File: src/rtl/reservation_station.sv
// reservation_station: buffers dispatched ops until their operands arrive
// on the CDB, then issues the lowest ready entry through a registered stage.
module reservation_station #(
   parameter int DEPTH = 4,
   parameter int OP_W  = 4
) (
   input  logic                         clk,
   input  logic                         rst,
   input  logic                         flush,
   input  logic                         disp_valid,
   output logic                         disp_ready,
   input  logic [OP_W-1:0]              disp_op,
   input  logic [4:0]                   disp_dest_tag,
   input  logic                         disp_qj_pend,
   input  logic                         disp_qk_pend,
   input  logic [4:0]                   disp_qj,
   input  logic [4:0]                   disp_qk,
   input  logic [31:0]                  disp_vj,
   input  logic [31:0]                  disp_vk,
   input  logic                         cdb_valid,
   input  logic [4:0]                   cdb_tag,
   input  logic [31:0]                  cdb_value,
   output logic                         issue_valid,
   input  logic                         issue_ready,
   output logic [OP_W-1:0]              issue_op,
   output logic [4:0]                   issue_dest_tag,
   output logic [31:0]                  issue_vj,
   output logic [31:0]                  issue_vk,
   output logic [$clog2(DEPTH+1)-1:0]   count
);

   localparam int IW = (DEPTH > 1) ? $clog2(DEPTH) : 1;
   localparam int CW = $clog2(DEPTH + 1);

   logic [DEPTH-1:0] busy;
   logic [DEPTH-1:0] pend_j;
   logic [DEPTH-1:0] pend_k;
   logic [OP_W-1:0]  op_q   [DEPTH];
   logic [4:0]       dest_q [DEPTH];
   logic [4:0]       qj_q   [DEPTH];
   logic [4:0]       qk_q   [DEPTH];
   logic [31:0]      vj_q   [DEPTH];
   logic [31:0]      vk_q   [DEPTH];

   logic [DEPTH-1:0] elig;
   logic [IW-1:0]    free_idx;
   logic             free_any;
   logic [IW-1:0]    sel_idx;
   logic             sel_any;
   logic             load;
   logic             disp_fire;
   logic             hit_j;
   logic             hit_k;
   logic [31:0]      new_vj;
   logic [31:0]      new_vk;

   assign elig       = busy & ~pend_j & ~pend_k;
   assign disp_ready = free_any;
   assign load       = (!issue_valid || issue_ready) && sel_any;
   assign disp_fire  = disp_valid && free_any && !flush;

   // A pending operand whose producer broadcasts this cycle is captured at dispatch.
   assign hit_j  = cdb_valid && disp_qj_pend && (disp_qj == cdb_tag);
   assign hit_k  = cdb_valid && disp_qk_pend && (disp_qk == cdb_tag);
   assign new_vj = hit_j ? cdb_value : disp_vj;
   assign new_vk = hit_k ? cdb_value : disp_vk;

   // Lowest free slot and lowest eligible slot, scanned high to low so low wins.
   always_comb begin
      free_idx = '0;
      free_any = 1'b0;
      sel_idx  = '0;
      sel_any  = 1'b0;
      for (int i = DEPTH - 1; i >= 0; i--) begin
         if (!busy[i]) begin
            free_idx = IW'(i);
            free_any = 1'b1;
         end
         if (elig[i]) begin
            sel_idx = IW'(i);
            sel_any = 1'b1;
         end
      end
   end

   // Occupancy is the population count of busy slots.
   always_comb begin
      count = '0;
      for (int i = 0; i < DEPTH; i++) begin
         count = count + CW'(busy[i]);
      end
   end

   // Entry storage: dispatch writes, CDB snoop wakes, issue frees.
   always_ff @(posedge clk or posedge rst) begin
      if (rst) begin
         busy   <= '0;
         pend_j <= '0;
         pend_k <= '0;
         for (int i = 0; i < DEPTH; i++) begin
            op_q[i]   <= '0;
            dest_q[i] <= '0;
            qj_q[i]   <= '0;
            qk_q[i]   <= '0;
            vj_q[i]   <= '0;
            vk_q[i]   <= '0;
         end
      end else if (flush) begin
         busy <= '0;
      end else begin
         for (int i = 0; i < DEPTH; i++) begin
            if (load && sel_idx == IW'(i)) begin
               busy[i] <= 1'b0;
            end
            if (disp_fire && free_idx == IW'(i)) begin
               busy[i]   <= 1'b1;
               op_q[i]   <= disp_op;
               dest_q[i] <= disp_dest_tag;
               pend_j[i] <= disp_qj_pend && !hit_j;
               pend_k[i] <= disp_qk_pend && !hit_k;
               qj_q[i]   <= disp_qj;
               qk_q[i]   <= disp_qk;
               vj_q[i]   <= new_vj;
               vk_q[i]   <= new_vk;
            end else if (busy[i] && cdb_valid) begin
               if (pend_j[i] && qj_q[i] == cdb_tag) begin
                  pend_j[i] <= 1'b0;
                  vj_q[i]   <= cdb_value;
               end
               if (pend_k[i] && qk_q[i] == cdb_tag) begin
                  pend_k[i] <= 1'b0;
                  vk_q[i]   <= cdb_value;
               end
            end
         end
      end
   end

   // Output stage: load on a free or draining slot, hold under backpressure.
   always_ff @(posedge clk or posedge rst) begin
      if (rst) begin
         issue_valid    <= 1'b0;
         issue_op       <= '0;
         issue_dest_tag <= '0;
         issue_vj       <= '0;
         issue_vk       <= '0;
      end else if (flush) begin
         issue_valid <= 1'b0;
      end else if (load) begin
         issue_valid    <= 1'b1;
         issue_op       <= op_q[sel_idx];
         issue_dest_tag <= dest_q[sel_idx];
         issue_vj       <= vj_q[sel_idx];
         issue_vk       <= vk_q[sel_idx];
      end else if (issue_ready) begin
         issue_valid <= 1'b0;
      end
   end

endmodule

File: config.mk
export PLATFORM = sky130hd
export DESIGN_NAME = reservation_station
export DESIGN_NICKNAME = d
export VERILOG_FILES = /design/src/rtl/reservation_station.sv
export SDC_FILE = /design/constraint.sdc
export NUM_CORES = 1
export LEC_CHECK = 0
export CAP_MARGIN = 20
export CORE_UTILIZATION = 25
export DETAILED_ROUTE_END_ITERATION = 10
export DONT_BUFFER_PORTS = 1
export SYNTH_ARGS = -nofsm -noshare
export SYNTH_HDL_FRONTEND = slang
export SYNTH_SLANG_ARGS = --single-unit
File: constraint.sdc
create_clock -name clk -period 21.6 [get_ports clk]
set_input_delay 6.48 -clock clk [delete_from_list [all_inputs] [get_ports clk]]
set_output_delay 6.48 -clock clk [all_outputs]
set_load 0.05 [all_outputs]
# ---- Word-level counts from Yosys, hierarchy flattened
# Cells that the tools add are included.
dict set report totals {
  register_bits 418
  out_inout_bits 78
}
dict set report op_classes {
  addsub 3
  n_lt_le_gt_ge 1
  n_eq_ne 16
  mux 90
  bitwise 6
  n_reduce_logical 66
}
# cell count
set op_table {}
lappend op_table {{two-way mux 32 bit} 30}
lappend op_table {{binary-select mux 32 bit (select 2 bit)} 2}
lappend op_table {{== test 5 bit} 10}
lappend op_table {{two-way mux 1 bit} 43}
lappend op_table {{logical AND 1 bit} 29}
lappend op_table {{AND reduction 3 bit} 8}
lappend op_table {{nonzero test 2 bit} 12}
lappend op_table {{two-way mux 2 bit} 8}
lappend op_table {{nonzero test 3 bit} 5}
lappend op_table {{two-way mux 4 bit} 3}
lappend op_table {{binary-select mux 5 bit (select 2 bit)} 1}
lappend op_table {{two-way mux 5 bit} 2}
lappend op_table {{AND reduction 2 bit} 5}
lappend op_table {{bitwise AND 4 bit} 2}
lappend op_table {{binary-select mux 4 bit (select 2 bit)} 1}
lappend op_table {{== test 2 bit (second input constant)} 4}
lappend op_table {{inverter 4 bit} 2}
lappend op_table {{== test 2 x 1 -> 1 bit (second input constant)} 2}
lappend op_table {{logical NOT 1 bit} 4}
lappend op_table {{logical NOT 2 bit} 2}
lappend op_table {{adder 2 x 1 -> 3 bit} 1}
lappend op_table {{adder 3 x 1 -> 3 bit} 1}
lappend op_table {{greater-or-equal comparator 3 bit (second input constant)} 1}
lappend op_table {{inverter 2 -> 3 bit} 1}
lappend op_table {{3 further kinds} 3}

# ---- Logic depth before layout (Yosys ltp)
dict set report depth {
  ltp_word 12
  depth_mapped 10
}

# ---- Least setup slack after synthesis
# Ideal clock, no wire load.
dict set report synth_timing {
  path_kind {register -> output}
  startpoint {reg busy[0]}
  endpoint {out count[1]}
  arrival_ns 1.825
  setup_slack_ns 13.295
  stages_incl_launch_ff 7
  cell_sequence {dfrtp_1 buf_2 inv_1 fa_1 inv_1 ha_1 ha_1}
}
dict set report synth_via {
  elab_chain_len 3
}
# item line
set synth_lines {}
lappend synth_lines {{from (decl)} 35} ;# logic [DEPTH-1:0] busy;
lappend synth_lines {{from (signal assigned)} 97} ;# busy <= '0;
lappend synth_lines {{from (signal assigned)} 109} ;# busy <= '0;
lappend synth_lines {{from (signal, indexed assignment)} 113} ;# busy[i] <= 1'b0;
lappend synth_lines {{adder 1 x 1 -> 2 bit} 90} ;# count = count + CW'(busy[i]);
lappend synth_lines {{adder 2 x 1 -> 3 bit} 90}
lappend synth_lines {{adder 3 x 1 -> 3 bit} 90}
lappend synth_lines {{to (decl)} 29} ;# output logic [$clog2(DEPTH+1)-1:0] count
# No other way between the ends.

# ---- Worst setup path in the final report
# Ends and elaborated chain as after synthesis.

==> metrics.md <==
| Metric | Value |
|---|---|
| Primary flip-flop cell chosen by synthesis mapping | dfrtp_1 |
| Total global-route track usage | 0.165 |
| Number of pins with negative max-slew slack in the final report | 0 |
| Total of buffers placed on input and output ports | 0 |
| Synthesized area divided by synthesized cell count | 9.60 sq um |
| Overflow left after global routing | 0 |
| Tightest Pin Transition | 1.08 ns |
| Clk slew on worst S/H paths | ~0.06 ns |
| Placer congestion estimate | roughly 0.77 |
| Total Neg Setup Slack | 0 ns |
| Post-layout net count | ~2.2k |
| Worst-path cell with the longest stage delay | ha_1 |
| Insertion delay to the later sink of the worst-skew pair | 0.58 ns |
| Switching Power | roughly 0.96 mW |
| Max-cap check violation count | 0 |
| Top Ports | 206 |
| Final Total Pwr | 2.57 mW |
| Setup Crit Path Kind | register to primary output |
| Portion of the clock cycle consumed by the worst path in the final layout | 0.427 |
| Fraction of final layout cells with drive strength greater than 1 | 0.0823 |
| Total power density per cell area | 111 nW/um^2 |
| Maximum operating frequency | approximately 110 MHz |
| Most common cell after layout, fill and taps aside | a21oi_1 |
| Number of enable-type register cells in the synthesized netlist | 0 |
| Synthesis-stage register bit count | between 400 and 500 |
| Worst VDD drop | around 0.063 mV |
| Switching part of the total | 0.374 |
| Maximum count of clock buffers along a single path | 3 |
| Half-perimeter wire length after placement | 44500 um |
| Sequential fraction of the synthesis area | 0.499 |
| Total routed wirelength | 71300 um |
| Area growth from synthesis to final layout | 10.1% |
| Worst Path Required | 15.12 ns |
| Number of design-rule violations left by the first detailed-router iteration | 1256 |
| Nature of the critical path endpoint | primary output |
| Highest-count cells in the layout ignoring fill and taps | a21oi_1 (456), dfrtp_1 (418), nor2_1 (289) |
| Lkg Pwr | around 10 nW |
| Crit-path max cell delay | 0.59 ns |
| Pint | 1.61 mW |
| Syn_nets | 2315 |
| Die width | 292 um |
| Standard-cell rows | 105 |
| Via count of the first global-routing pass | 15.8k |
| Clock power share | 0.305 |
| Via density | 5.04 |
| Total Die Area | 85000 sq um |
| Number of sinks on the clock net | 418 |
| Post-CTS setup-driven buffer insertion count | 0 |
| Final Hold Fails | 0 |
| Antenna violation net count after detailed routing | 0 |
| Detailed Routing Iterations Pass 1 | 5 |
| Critical path's top delay family | adder cells |
| Maximum number of pins on one net before global-route repair | 157 |
| Min-Delay Path Class | register to register |
| Average wire per cell in the routed design | approximately 23 um |
| Antenna diodes | 0 |
| Number of H-tree levels | 2 |
| Critical Path, Cell by Cell | inv_1 -> fa_1 -> inv_1 -> ha_1 -> ha_1 |
| Clock buffers created by TritonCTS | 45 |
| RSZ-0062 raised after global routing | no |
| Synthesized instance count | 2184 |
| Number of buffer and inverter instances along the worst setup path | 2 |
| First-pass GRT wire length | 107000 um |
| Die span in y | 292 um |
| Number of synthesis warnings | 0 |
| Async SR Flop Fraction | 1.00 |
| Post-CTS sizing | 0 |
| Crit-path max FO | 10 |
| Arrival @ worst endpoint | 2.75 ns |
| Final critical delay including setup and external delays | 9.23 ns |
| Total via count in the routed design | 15.9k |
| Cell at the root of the clock tree | clkbuf_16 |
| Worst Skew | about 0.027 ns |
| CTS tree | built |
| Placeable Area | 82500 sq um |
| Total DRC errors in the routed layout | 0 |
| Antenna violations before repair | 1 |
| Netlist cell types | 45 |
| Effective utilization at floorplan | 0.254 |
| Type of origin of the critical path | register |
| Hold_buf cts | 0 |
| Fraction of power consumed by sequential logic | 0.546 |
| Synthesized cell area | 21000 sq um |
| Final count of negative-setup-slack endpoints | 0 |
| Relative contribution of combinational cells to total power | 0.149 |
| Tightest slew margin relative to the limit | 0.280 |
| Run status | completed |
==> logic make-up (layout without fill, tap and decap cells) <==
family                     count (synthesis)  after routing  share of synthesized area
DFF                                      418            418                      0.499
muxes                                    252            252                      0.122
buffers and inverters                    255            162                     0.0630
adders and majority gates                  3              3                    0.00215
and+or+nand+nor                          539            539                      0.103
xor gates and xnor gates                  50             50                     0.0209
AOI/OAI and AO/OA                        667            667                      0.190
==> power groups by stage <==
stage | Clock [mW] | Sequential [mW] | Combinational [mW]
final | 0.782 | 1.40 | 0.383
after global routing | 0.827 | 1.44 | 0.437
after CTS | 0.803 | 1.41 | 0.387
after detailed placement | 0 | 1.42 | 0.385
after global placement | 0 | 1.42 | 0.375
after floorplan | 0 | 1.34 | 0.319
==> path summary, 6_finish.rpt <==
| check | cells past startpoint | endpoint | startpoint | slack, ns |
|---|---|---|---|---|
| worst max-delay path | 5 | count[1] | busy[0]$_DFFE_PP0P_ | 12.37 |
| worst min-delay path | 2 | op_q[10]$_DFFE_PP0P_ | op_q[10]$_DFFE_PP0P_ | 0.48 |
| worst max register to register | 6 | issue_vk[12]$_DFFE_PP0P_ | issue_valid$_DFFE_PP0P_ | 18.06 |
| worst min register to register | 2 | op_q[10]$_DFFE_PP0P_ | op_q[10]$_DFFE_PP0P_ | 0.48 |
| max in group asynchronous | 3 | vj_q[108]$_DFFE_PP0P_ | rst | 13.19 |
| min in group asynchronous | 1 | qk_q[15]$_DFFE_PP0P_ | rst | 5.88 |
==> Yosys cell counts (6+ instances only) <==
master / n / share of area
buf_2: 78 / 0.019
a41o_1: 8 / 0.0038
nand2_1: 190 / 0.034
inv_1: 46 / 0.0082
buf_1: 12 / 0.0021
a22oi_1: 54 / 0.019
a21oi_1: 456 / 0.11
mux2i_1: 224 / 0.11
buf_12: 12 / 0.011
o211ai_1: 19 / 0.0068
o22a_1: 73 / 0.031
dfrtp_1: 418 / 0.50
nor3_1: 13 / 0.0031
o22ai_1: 38 / 0.011
clkbuf_1: 94 / 0.017
buf_4: 7 / 0.0025
buf_6: 6 / 0.0032
mux2_2: 28 / 0.015
nand3_1: 21 / 0.0050
nor2_1: 292 / 0.052
xor2_1: 48 / 0.020
==> flip-flops by register name, summed over array words and instances (netlist names) <==
register        count
pend_k              4
vk_q              128
op_q               16
issue_valid         1
issue_vk           32
vj_q              128
pend_j              4
qj_q               20
issue_vj           32
qk_q               20
dest_q             20
issue_dest_tag      5
issue_op            4
busy                4
==> final cells by class <==
cell class / instances / area, sq um
Fill cell: 8688 / 59400
Sequential cell: 418 / 10500
Multi-Input combinational cell: 1511 / 9300
Tap cell: 1070 / 1340
Clock buffer: 65 / 1320
Timing Repair Buffer: 38 / 338
Inverter: 46 / 180
Clock inverter: 13 / 150
==> per-stage QoR <==
stage / hold slack, ns / util / cell area (sq um) / setup slack [ns] / std cells
detailed placement: 0.463 / 0.261 / 21600 / 12.39 / 3081
global route: 0.498 / 0.280 / 23100 / 12.25 / 3161
finish: 0.475 / 0.280 / 23100 / 12.37 / 3161
global placement: 0.458 / 0.261 / 21600 / 12.49 / 3081
floorplan: 0.445 / - / 21000 / 3.49 / 2184
CTS: 0.478 / 0.279 / 23000 / 12.34 / 3159
==> metal layers <==
layer	global-route usage	wire length, um	vias to the layer above
li1	-	-	7354
met1	0.209	30300	7933
met2	0.257	32100	539
met3	0.0653	7190	103
met4	0.0467	1710	0
met5	0	0	-
==> worst min-delay path: cells and delay by family, from the launching register on <==
kind             cells  cell delay (ns)
DFF                  1             0.34
and+or+nand+nor      2             0.10
Note: power is estimated with default switching activity, not from simulation.
